$ cat src/rtl/alu_pkg.sv
// Shared ALU select codes, command opcodes and sequencer state encoding.
package alu_pkg;

  localparam logic [4:0] ALU_ADD       = 5'b00000;
  localparam logic [4:0] ALU_BITAND    = 5'b00001;
  localparam logic [4:0] ALU_INP_A     = 5'b00010;
  localparam logic [4:0] ALU_INP_B     = 5'b00011;
  localparam logic [4:0] ALU_SUB       = 5'b01100;
  localparam logic [4:0] ALU_INCREMENT = 5'b10100;

  localparam logic [2:0] OP_ADD   = 3'd0;
  localparam logic [2:0] OP_AND   = 3'd1;
  localparam logic [2:0] OP_PASSA = 3'd2;
  localparam logic [2:0] OP_PASSB = 3'd3;
  localparam logic [2:0] OP_SUB   = 3'd4;
  localparam logic [2:0] OP_INC   = 3'd5;
  localparam logic [2:0] OP_MUL   = 3'd6;
  localparam logic [2:0] OP_CMP   = 3'd7;

  typedef enum logic [2:0] {
    ST_IDLE, ST_EXEC, ST_MUL_ADD, ST_MUL_DEC, ST_RESP
  } state_e;

  // Single-cycle select; MUL only lands here when the sequence is disabled.
  function automatic logic [4:0] op_sel(input logic [2:0] op);
    case (op)
      OP_AND:   op_sel = ALU_BITAND;
      OP_PASSA: op_sel = ALU_INP_A;
      OP_PASSB: op_sel = ALU_INP_B;
      OP_SUB:   op_sel = ALU_SUB;
      OP_INC:   op_sel = ALU_INCREMENT;
      OP_CMP:   op_sel = ALU_SUB;
      default:  op_sel = ALU_ADD;
    endcase
  endfunction

endpackage

$ cat src/rtl/alu_sequencer.sv
// Command-level controller for an external 8-bit combinational ALU; MUL is
// sequenced as repeated ADD (acc += a) and SUB (cnt -= 1) on the same ALU.
module alu_sequencer
  import alu_pkg::*;
#(
  parameter int DATA_W = 8,
  parameter int SEL_W  = 5,
  parameter int MUL_EN = 1
) (
  input  logic              clk,
  input  logic              rst,
  input  logic              cmd_valid,
  output logic              cmd_ready,
  input  logic [2:0]        cmd_op,
  input  logic [DATA_W-1:0] cmd_a,
  input  logic [DATA_W-1:0] cmd_b,
  output logic              rsp_valid,
  input  logic              rsp_ready,
  output logic [DATA_W-1:0] rsp_data,
  output logic              rsp_carry,
  output logic              rsp_zero,
  output logic              busy,
  output logic [SEL_W-1:0]  alu_sel,
  output logic [DATA_W-1:0] alu_a,
  output logic [DATA_W-1:0] alu_b,
  input  logic [DATA_W-1:0] alu_dout,
  input  logic              alu_carry,
  input  logic              alu_zero
);

  state_e              state_q;
  logic [2:0]          op_q;
  logic [DATA_W-1:0]   a_q, b_q, acc_q, cnt_q;
  logic                sticky_q;
  logic                rsp_valid_q, rsp_carry_q, rsp_zero_q;
  logic [DATA_W-1:0]   rsp_data_q;
  logic [4:0]          sel_d;

  assign cmd_ready = (state_q == ST_IDLE);
  assign busy      = (state_q != ST_IDLE);
  assign rsp_valid = rsp_valid_q;
  assign rsp_data  = rsp_data_q;
  assign rsp_carry = rsp_carry_q;
  assign rsp_zero  = rsp_zero_q;
  assign alu_sel   = SEL_W'(sel_d);

  // ALU is parked on INP_A with zero operands whenever it is not doing work.
  always_comb begin
    sel_d = ALU_INP_A;
    alu_a = '0;
    alu_b = '0;
    case (state_q)
      ST_EXEC: begin
        sel_d = op_sel(op_q);
        alu_a = a_q;
        alu_b = b_q;
      end
      ST_MUL_ADD: if (cnt_q != '0) begin
        sel_d = ALU_ADD;
        alu_a = acc_q;
        alu_b = a_q;
      end
      ST_MUL_DEC: begin
        sel_d = ALU_SUB;
        alu_a = cnt_q;
        alu_b = DATA_W'(1);
      end
      default: ;
    endcase
  end

  always_ff @(posedge clk) begin
    if (rst) begin
      state_q     <= ST_IDLE;
      op_q        <= '0;
      a_q         <= '0;
      b_q         <= '0;
      acc_q       <= '0;
      cnt_q       <= '0;
      sticky_q    <= 1'b0;
      rsp_valid_q <= 1'b0;
      rsp_data_q  <= '0;
      rsp_carry_q <= 1'b0;
      rsp_zero_q  <= 1'b0;
    end else begin
      case (state_q)
        ST_IDLE: if (cmd_valid) begin
          op_q <= cmd_op;
          a_q  <= cmd_a;
          b_q  <= cmd_b;
          if (MUL_EN != 0 && cmd_op == OP_MUL) begin
            acc_q    <= '0;
            cnt_q    <= cmd_b;
            sticky_q <= 1'b0;
            state_q  <= ST_MUL_ADD;
          end else begin
            state_q  <= ST_EXEC;
          end
        end
        ST_EXEC: begin
          // CMP reports operand a unchanged; only the flags come from the SUB.
          rsp_data_q  <= (op_q == OP_CMP) ? a_q : alu_dout;
          rsp_carry_q <= alu_carry;
          rsp_zero_q  <= alu_zero;
          rsp_valid_q <= 1'b1;
          state_q     <= ST_RESP;
        end
        ST_MUL_ADD: begin
          if (cnt_q == '0) begin
            rsp_data_q  <= acc_q;
            rsp_carry_q <= sticky_q;
            rsp_zero_q  <= (acc_q == '0) && !sticky_q;
            rsp_valid_q <= 1'b1;
            state_q     <= ST_RESP;
          end else begin
            acc_q    <= alu_dout;
            sticky_q <= sticky_q | alu_carry;
            state_q  <= ST_MUL_DEC;
          end
        end
        ST_MUL_DEC: begin
          cnt_q   <= alu_dout;
          state_q <= ST_MUL_ADD;
        end
        ST_RESP: if (rsp_ready) begin
          rsp_valid_q <= 1'b0;
          state_q     <= ST_IDLE;
        end
        default: state_q <= ST_IDLE;
      endcase
    end
  end

endmodule

$ cat config.mk
export PLATFORM = sky130hd
export DESIGN_NAME = alu_sequencer
export DESIGN_NICKNAME = d
export VERILOG_FILES = /design/src/rtl/alu_pkg.sv /design/src/rtl/alu_sequencer.sv
export SDC_FILE = /design/constraint.sdc
export NUM_CORES = 1
export LEC_CHECK = 0
export BUFFER_PORTS_ARGS = -buffer_cell sky130_fd_sc_hd__clkbuf_2
export CAP_MARGIN = 20
export CORE_MARGIN = 2
export CORE_UTILIZATION = 45
export CTS_CLUSTER_SIZE = 12
export DETAILED_ROUTE_END_ITERATION = 7
export PLACE_DENSITY = 0.81
export SYNTH_ARGS = -nofsm -noshare
export SYNTH_HDL_FRONTEND = slang
export SYNTH_SLANG_ARGS = --single-unit
$ cat constraint.sdc
create_clock -name clk -period 4.3 [get_ports clk]
set_input_delay 0.215 -clock clk [delete_from_list [all_inputs] [get_ports clk]]
set_output_delay 0.215 -clock clk [all_outputs]
set_load 0.02 [all_outputs]
Yosys cells after proc, flatten, opt, wreduce, memory -nomap -nowiden
Index checks and enable logic that the tools add are counted.
W data, S select, Z words.
Storage, ports and cells
  bits in registers: 50
  latch bits: 0
  RAM bits: 0
  bits in read-only memories: 0
  input port bits: 33
  output and inout bits: 34
  logic and storage cells: 79
  memories: 0
Operators by class
  add/subtract/negate cells: 0
  $mul: 0
  div/mod/pow operators: 0
  order comparisons: 0
  eq/ne operators: 16
  shift-type cells: 0
  mux-type cells: 33
  bitwise gates (word level): 1
  reductions and logical operators: 18
Operators by type and width (count)
  $mux W8: 9
  $pmux W8 S2: 3
  $pmux W8 S3: 2
  $pmux W5 S5: 1
  $logic_not A8 Y1: 2
  $eq A3 B3 Y1 const B: 5
  $pmux W3 S5: 1
  $pmux W5 S3: 1
  $eq A3 B2 Y1 const B: 4
  $mux W3: 3
  $ne A2 B2 Y1 const B: 4
  $reduce_bool A8 Y1: 1
  $mux W1: 7
  $eq A3 B1 Y1 const B: 2
  $pmux W1 S2: 3
  $reduce_and A2 Y1: 3
  $reduce_and A3 Y1: 2
  $reduce_bool A2 Y1: 3
  $reduce_bool A3 Y1: 2
  $mux W2: 2
  $reduce_and A4 Y1: 1
  $logic_not A3 Y1: 1
  $pmux W1 S3: 1
  $ne A2 B1 Y1 const B: 1
  4 further kinds: 4

Logic depth before layout (Yosys ltp)
Gate-level depths: netlist (run 1).
  depth in word-level cells: 4
  gate-level depth with buffers: 7
  gate-level depth less buffers: 5

Least setup slack after synthesis (run 1)
No wires, ideal clock.
  path kind: register -> output
  start point: register state_q[2]
  end point: output port alu_b[1]
  arrival: 1.686 ns
  required time: 4.085 ns
  slack: 2.399 ns
  stages on the path, launching flop included: 6
  path buffers: 2
  cell sequence: dfxtp_1 -> buf_6 -> or3b_4 -> a21o_1 -> buf_2 -> o21ai_0
Between the ends
  word-level cells in the longest chain between the ends: 2
  elaborated cells between the ends (all ways): 4
  classes of those cells: 3 x eq/ne; 1 x mux
Ends and longest elaborated chain
  start, declared: line alu_sequencer.sv:31  | state_e state_q;
  start signal, assigned: line alu_sequencer.sv:74  | state_q <= ST_IDLE;
  start signal, assigned: line alu_sequencer.sv:95  | state_q <= ST_MUL_ADD;
  start signal, assigned: line alu_sequencer.sv:97  | state_q <= ST_EXEC;
  $eq A3 B2 Y1 / $eq A3 B1 Y1 (equally long branches): line alu_sequencer.sv:52  | case (state_q)
  $pmux W8 S3 (*): line alu_sequencer.sv:52
  end, declared: line alu_sequencer.sv:25  | output logic [DATA_W-1:0] alu_b,
Every way passes the cells marked *; elsewhere a longest branch is shown, timed or not.

Worst setup path in the final report (run 1)
  start point: register state_q[1]
  end point: output port alu_a[1]
Between the ends
  word-level cells in the longest chain between the ends: 2
  elaborated cells between the ends (all ways): 4
  classes of those cells: 3 x eq/ne; 1 x mux
Ends and longest elaborated chain
  $eq A3 B2 Y1 / $eq A3 B1 Y1 (equally long branches): line alu_sequencer.sv:52
  $pmux W8 S3 (*): line alu_sequencer.sv:52
  end, declared: line alu_sequencer.sv:24  | output logic [DATA_W-1:0] alu_a,
Marks and branches as above.

==> flow_metrics.tcl, run 1 <==
set metrics [dict create \
    outcome "finished clean" \
    first_iter_violations 179 \
    multi_input_area_um2 1480 \
    rr_startpoint "state_q[1]" \
    cts_buffer_depth 2 \
    die-area_um2 6520 \
    synth-seq-cells 50 \
    drv_cap 0 \
    worst_pin_slew_ns 1.18 \
    setup_viol 0 \
    endpoint "alu_a[1]" \
    worst_ep_arrival_time_ns 2.74 \
    finalInstanceArea_um2 3110 \
    cts_tree "done" \
    cts_hold_buf 0 \
    drive_above_1_share 0.249 \
    ff2ff_setup_slack_ns 1.77 \
    syn_nets 367 \
    p_leak_nw 1.29 \
    finalCritPeriodShare 0.688 \
    fin_crit_ns 2.96 \
    area_delta_synth_final_pct 17.2 \
    fmax_ghz 0.338 \
    drv_slew 0 \
    end_kind "output pin" \
    ys.flop_type "dfxtp_1" \
    antenna_found_initial 0 \
    fp.dieW_um 80.7 \
    gp_congestion 0.882 \
    io_pins 67 \
    start_util 0.473 \
    cts_max_level 2 \
    fin_nets 418 \
    worstPathMaxFanout 21 \
    reg2reg_depth 4 \
    die_h_um 80.7 \
    synthTopCellsByArea "dfxtp_1, nand2_1, a21oi_1" \
    wl_per_cell_um 15.4 \
    grt_pass1_vias 2330 \
    num_rows 27 \
    grt_pass1_wl_um 11200 \
    synth_top_cell_area_share 0.378 \
    cts.sinks 50 \
    num_antenna_cells 0 \
    postSynthAreaPerCell_um2 7.93 \
    ys_types 38 \
    syn_area_um2 2650 \
    num-fill-cells 537 \
    critPathLaunchType "flip-flop" \
    hp-class "in -> reg" \
    synthArstFlopShare 0 \
    register_area_um2 1000 \
    routed_wl_um 7030 \
    vias 2591 \
    grt-ovfl-total 0 \
    synth.yosys.seq_area_share 0.378 \
    r2r-end "cnt_q[5]" \
    grt_max_degree 54 \
    drtAntennaViolNets 0 \
    synth_top_cell_by_area "dfxtp_1" \
    drc 0 \
    core_um2 5610 \
    synth_warnings 0 \
    first_pass_iters 5 \
    clk-insertion-delay-late_ns 0.31 \
    syn_inst 334 \
    grt.total_usage 0.220 \
    ir_drop_mv 0.196 \
    startpoint "state_q[1]" \
    slew_headroom 0.211 \
    hold_violations 0 \
    path_class "reg -> out" \
    dp_hpwl_um 5080 \
    port_buffers 66 \
    cts_made_buffers 5 \
    p_per_area_nw_per_um2 352 \
    cp.required_ns 4.09 \
    tns_ns 0 \
    rsz0062_at_grt "false" \
    clock_skew_ns 0.00931 \
    cts_resized 0 \
    placed_cell_area_um2 2950 \
    synth_edf_count 0 \
    cts_setup_buffers 0 \
    clock-root-buffer "clkbuf_8" \
    clk_pin_slew_worst_paths_ns 0.09 \
    vias_per_cell 5.66 \
]
-- routing by layer --
metal | global-route usage | wire length, µm | vias to the layer above
met4 | 0.0780 | 192 | 0
met2 | 0.367 | 3310 | 106
met1 | 0.288 | 3050 | 1201
li1 | - | - | 1268
met5 | 0 | 0 | -
met3 | 0.0378 | 475 | 16
-- cell families after synthesis --
kind of cell | count (synthesis) | share of synthesized area
AND/OR/NAND/NOR | 134 | 0.256
AO/OA/AOI/OAI | 97 | 0.231
flip-flops | 50 | 0.378
buffers and inverters | 35 | 0.0670
multiplexers | 18 | 0.0685
-- registers in the layout (all words and copies together), names as in the netlist --
register	cells
op_q	3
b_q	8
state_q	3
acc_q	8
rsp_valid	1
cnt_q	8
sticky_q	1
rsp_zero	1
rsp_data	8
rsp_carry	1
a_q	8
-- synth_stat cells (2+ instances only) --
cell,count
a21o_1,2
a21oi_1,45
a31oi_1,4
buf_2,7
buf_4,2
buf_6,4
clkbuf_1,11
dfxtp_1,50
inv_1,10
mux2i_1,17
nand2_1,69
nand2b_1,3
nand3_1,5
nand3b_1,11
nor2_1,19
nor2b_1,2
nor3_1,4
nor3b_1,2
nor4_4,2
o21ai_0,32
o41ai_2,8
or3_1,9
-- worst min-delay path by stage --
stage                    from         to  cells past startpoint
floorplan           rsp_ready  rsp_valid                      1
finish              rsp_ready  rsp_valid                      2
global placement    rsp_ready  rsp_valid                      2
detailed placement  rsp_ready  rsp_valid                      2
CTS                 rsp_ready  rsp_valid                      2
global route        rsp_ready  rsp_valid                      2
-- cell usage in the layout, fill, tap and decap left out, types with 3 or more instances in the layout --
cell,synthesis,final
nor2_1,19,19
nand3b_1,11,11
or3_1,9,9
nand2b_1,3,3
mux2i_1,17,17
nand2_1,69,69
o21ai_0,32,32
nand3_1,5,5
inv_1,10,10
a31oi_1,4,3
clkbuf_8,0,5
nor3_1,4,4
o41ai_2,8,8
dfxtp_1,50,50
a21oi_1,45,45
clkbuf_2,0,66
-- layout make-up --
cell class,count,share of cell area
multi-input cells,249,0.478
flip-flops and latches,50,0.322
repair buffers,69,0.122
well taps,72,0.0290
clock buffers,5,0.0222
clock inverters,3,0.0141
inverters,10,0.0121
-- through the flow --
step                      worst slack [ns]  hold WS, ns  total power, W  std cells   util
after global routing                  1.21        0.112         0.00115        458  0.554
after global placement                1.75        0.433        0.000754        448  0.526
after floorplan                       2.40        0.331        0.000689        334      -
after CTS                             1.40        0.103         0.00109        456  0.546
after detailed placement              1.74        0.432        0.000760        448  0.526
final                                 1.34        0.110         0.00109        458  0.554
-- where the power goes --
group | switching [W] | internal, W
sequential | 0.0000341 | 0.000495
combinational | 0.000143 | 0.0000866
clock | 0.000161 | 0.000174
total | 0.000338 | 0.000756
-- worst max-delay path, cell delays in order (launching register included) --
cell	delay (ns)
dfxtp_1	0.93
or3b_4	0.59
a21oi_4	0.45
nand2_1	0.11
o21ai_0	0.14
clkbuf_2	0.23
(Power assumes the default switching activity.)
==> inputs of run 2 (changes only) <==
==> constraint.sdc (replaced) <==
create_clock -name clk -period 3.1 [get_ports clk]
set_input_delay 0.155 -clock clk [delete_from_list [all_inputs] [get_ports clk]]
set_output_delay 0.155 -clock clk [all_outputs]
set_load 0.02 [all_outputs]
==> run 2 against run 1 <==
Effect of this change: combinational power is 44% higher; clock power increased by 13%; register-to-register slack got worse by 0.59 ns; via count grew 1.1%; die area stayed put; critical endpoint is now alu_b[7].
==> flow_metrics.tcl, run 2 (same netlist as run 1, synthesis figures left out) <==
set metrics [dict create \
    clock-root-buffer "clkbuf_8" \
    p_leak_nw 1.28 \
    worstPathMaxFanout 21 \
    start_util 0.473 \
    grt.total_usage 0.227 \
    rsz0062_at_grt "false" \
    critPathLaunchType "flip-flop" \
    num_antenna_cells 0 \
    tns_ns 0 \
    io_pins 67 \
    first_pass_iters 5 \
    wl_per_cell_um 15.6 \
    critPathBufInv 2 \
    cp_top_family "compound AO/OA/AOI/OAI gates" \
    final_common_cell "nand2_1" \
    fmax_ghz 0.396 \
    worst_pin_slew_ns 0.779 \
    drive_above_1_share 0.251 \
    worst_ep_arrival_time_ns 2.37 \
    end_kind "output pin" \
    cpPeakStageDelay_ns 0.54 \
    register_area_um2 1000 \
    port_buffers 66 \
    place_ws_ns 0.948 \
    grt_pass1_vias 2333 \
    setup_viol 0 \
    layout_common_cells "nand2_1, clkbuf_2, dfxtp_1" \
    worst_slack_ns 0.576 \
    drc 0 \
    vias_per_cell 5.71 \
    hp-class "in -> reg" \
    placed_cell_area_um2 2980 \
    finalCritPeriodShare 0.814 \
    cts_max_level 2 \
    clock_skew_ns 0.00547 \
    dp_hpwl_um 5120 \
    antenna_found_initial 0 \
    crit_chain "buf_4 > or3b_4 > a21o_1 > o21ai_0 > clkbuf_2" \
    fin_crit_ns 2.52 \
    cts_tree "done" \
    grt-ovfl-total 0 \
    hold_violations 0 \
    cts_setup_buffers 0 \
    cpMaxStageDelayCell "or3b_4" \
    outcome "finished clean" \
    drv_cap 0 \
    cts.sinks 50 \
    p_per_area_nw_per_um2 464 \
    die-area_um2 6520 \
    cts_made_buffers 5 \
    routed_wl_um 7160 \
    clk-insertion-delay-late_ns 0.31 \
    area_delta_synth_final_pct 16.3 \
    cts_resized 0 \
    cts_buffer_depth 2 \
    grt_max_degree 54 \
    drv_slew 0 \
    finalInstanceArea_um2 3080 \
    hold_ws_ns 0.0569 \
    drtAntennaViolNets 0 \
    die_h_um 80.7 \
    num_rows 27 \
    path_class "reg -> out" \
    clk_pin_slew_worst_paths_ns 0.09 \
    vias 2619 \
    num-fill-cells 531 \
    ir_drop_mv 0.325 \
    cp.required_ns 2.94 \
    cts_hold_buf 0 \
    first_iter_violations 251 \
    slew_headroom 0.479 \
    grt_pass1_wl_um 11400 \
    gp_congestion 0.884 \
    fp.dieW_um 80.7 \
    multi_input_area_um2 1480 \
    power_w 0.00143 \
    core_um2 5610 \
    fin_nets 421 \
]
[run 2: layout make-up]
cell class / count / area share
Tap cell: 72 / 0.0292
Clock buffer: 6 / 0.0268
Inverter: 10 / 0.0122
Multi-Input combinational cell: 249 / 0.481
Sequential cell: 50 / 0.325
Timing Repair Buffer: 72 / 0.126
[run 2: routing by layer]
| layer | share of wire | up-vias | track usage |
|---|---|---|---|
| li1 | - | 1264 | - |
| met1 | 0.42 | 1213 | 0.301 |
| met2 | 0.47 | 126 | 0.373 |
| met3 | 0.089 | 16 | 0.0511 |
| met4 | 0.022 | 0 | 0.0644 |
| met5 | 0 | - | 0 |
[run 2: final timing paths]
kind | start | to | slack, ns | depth (start not counted)
worst max-delay path | state_q[1] | alu_b[7] | 0.58 | 5
worst min-delay path | rsp_ready | rsp_valid | 0.06 | 2
worst max register to register | state_q[1] | acc_q[7] | 1.18 | 5
worst min register to register | b_q[3] | b_q[3] | 0.46 | 2
[run 2: metrics by stage]
step | std cells | util
6_report | 459 | 0.550
5_1_grt | 459 | 0.550
4_1_cts | 458 | 0.546
2_1_floorplan | 334 | -
3_5_place_dp | 452 | 0.531
3_3_place_gp | 452 | 0.531
[run 2: where the power goes]
group | total (W) | internal [W] | switching (W) | leakage [nW]
Sequential | 0.000721 | 0.000686 | 0.0000346 | 0.407
Combinational | 0.000331 | 0.000119 | 0.000212 | 0.832
Clock | 0.000379 | 0.000173 | 0.000206 | 0.0431
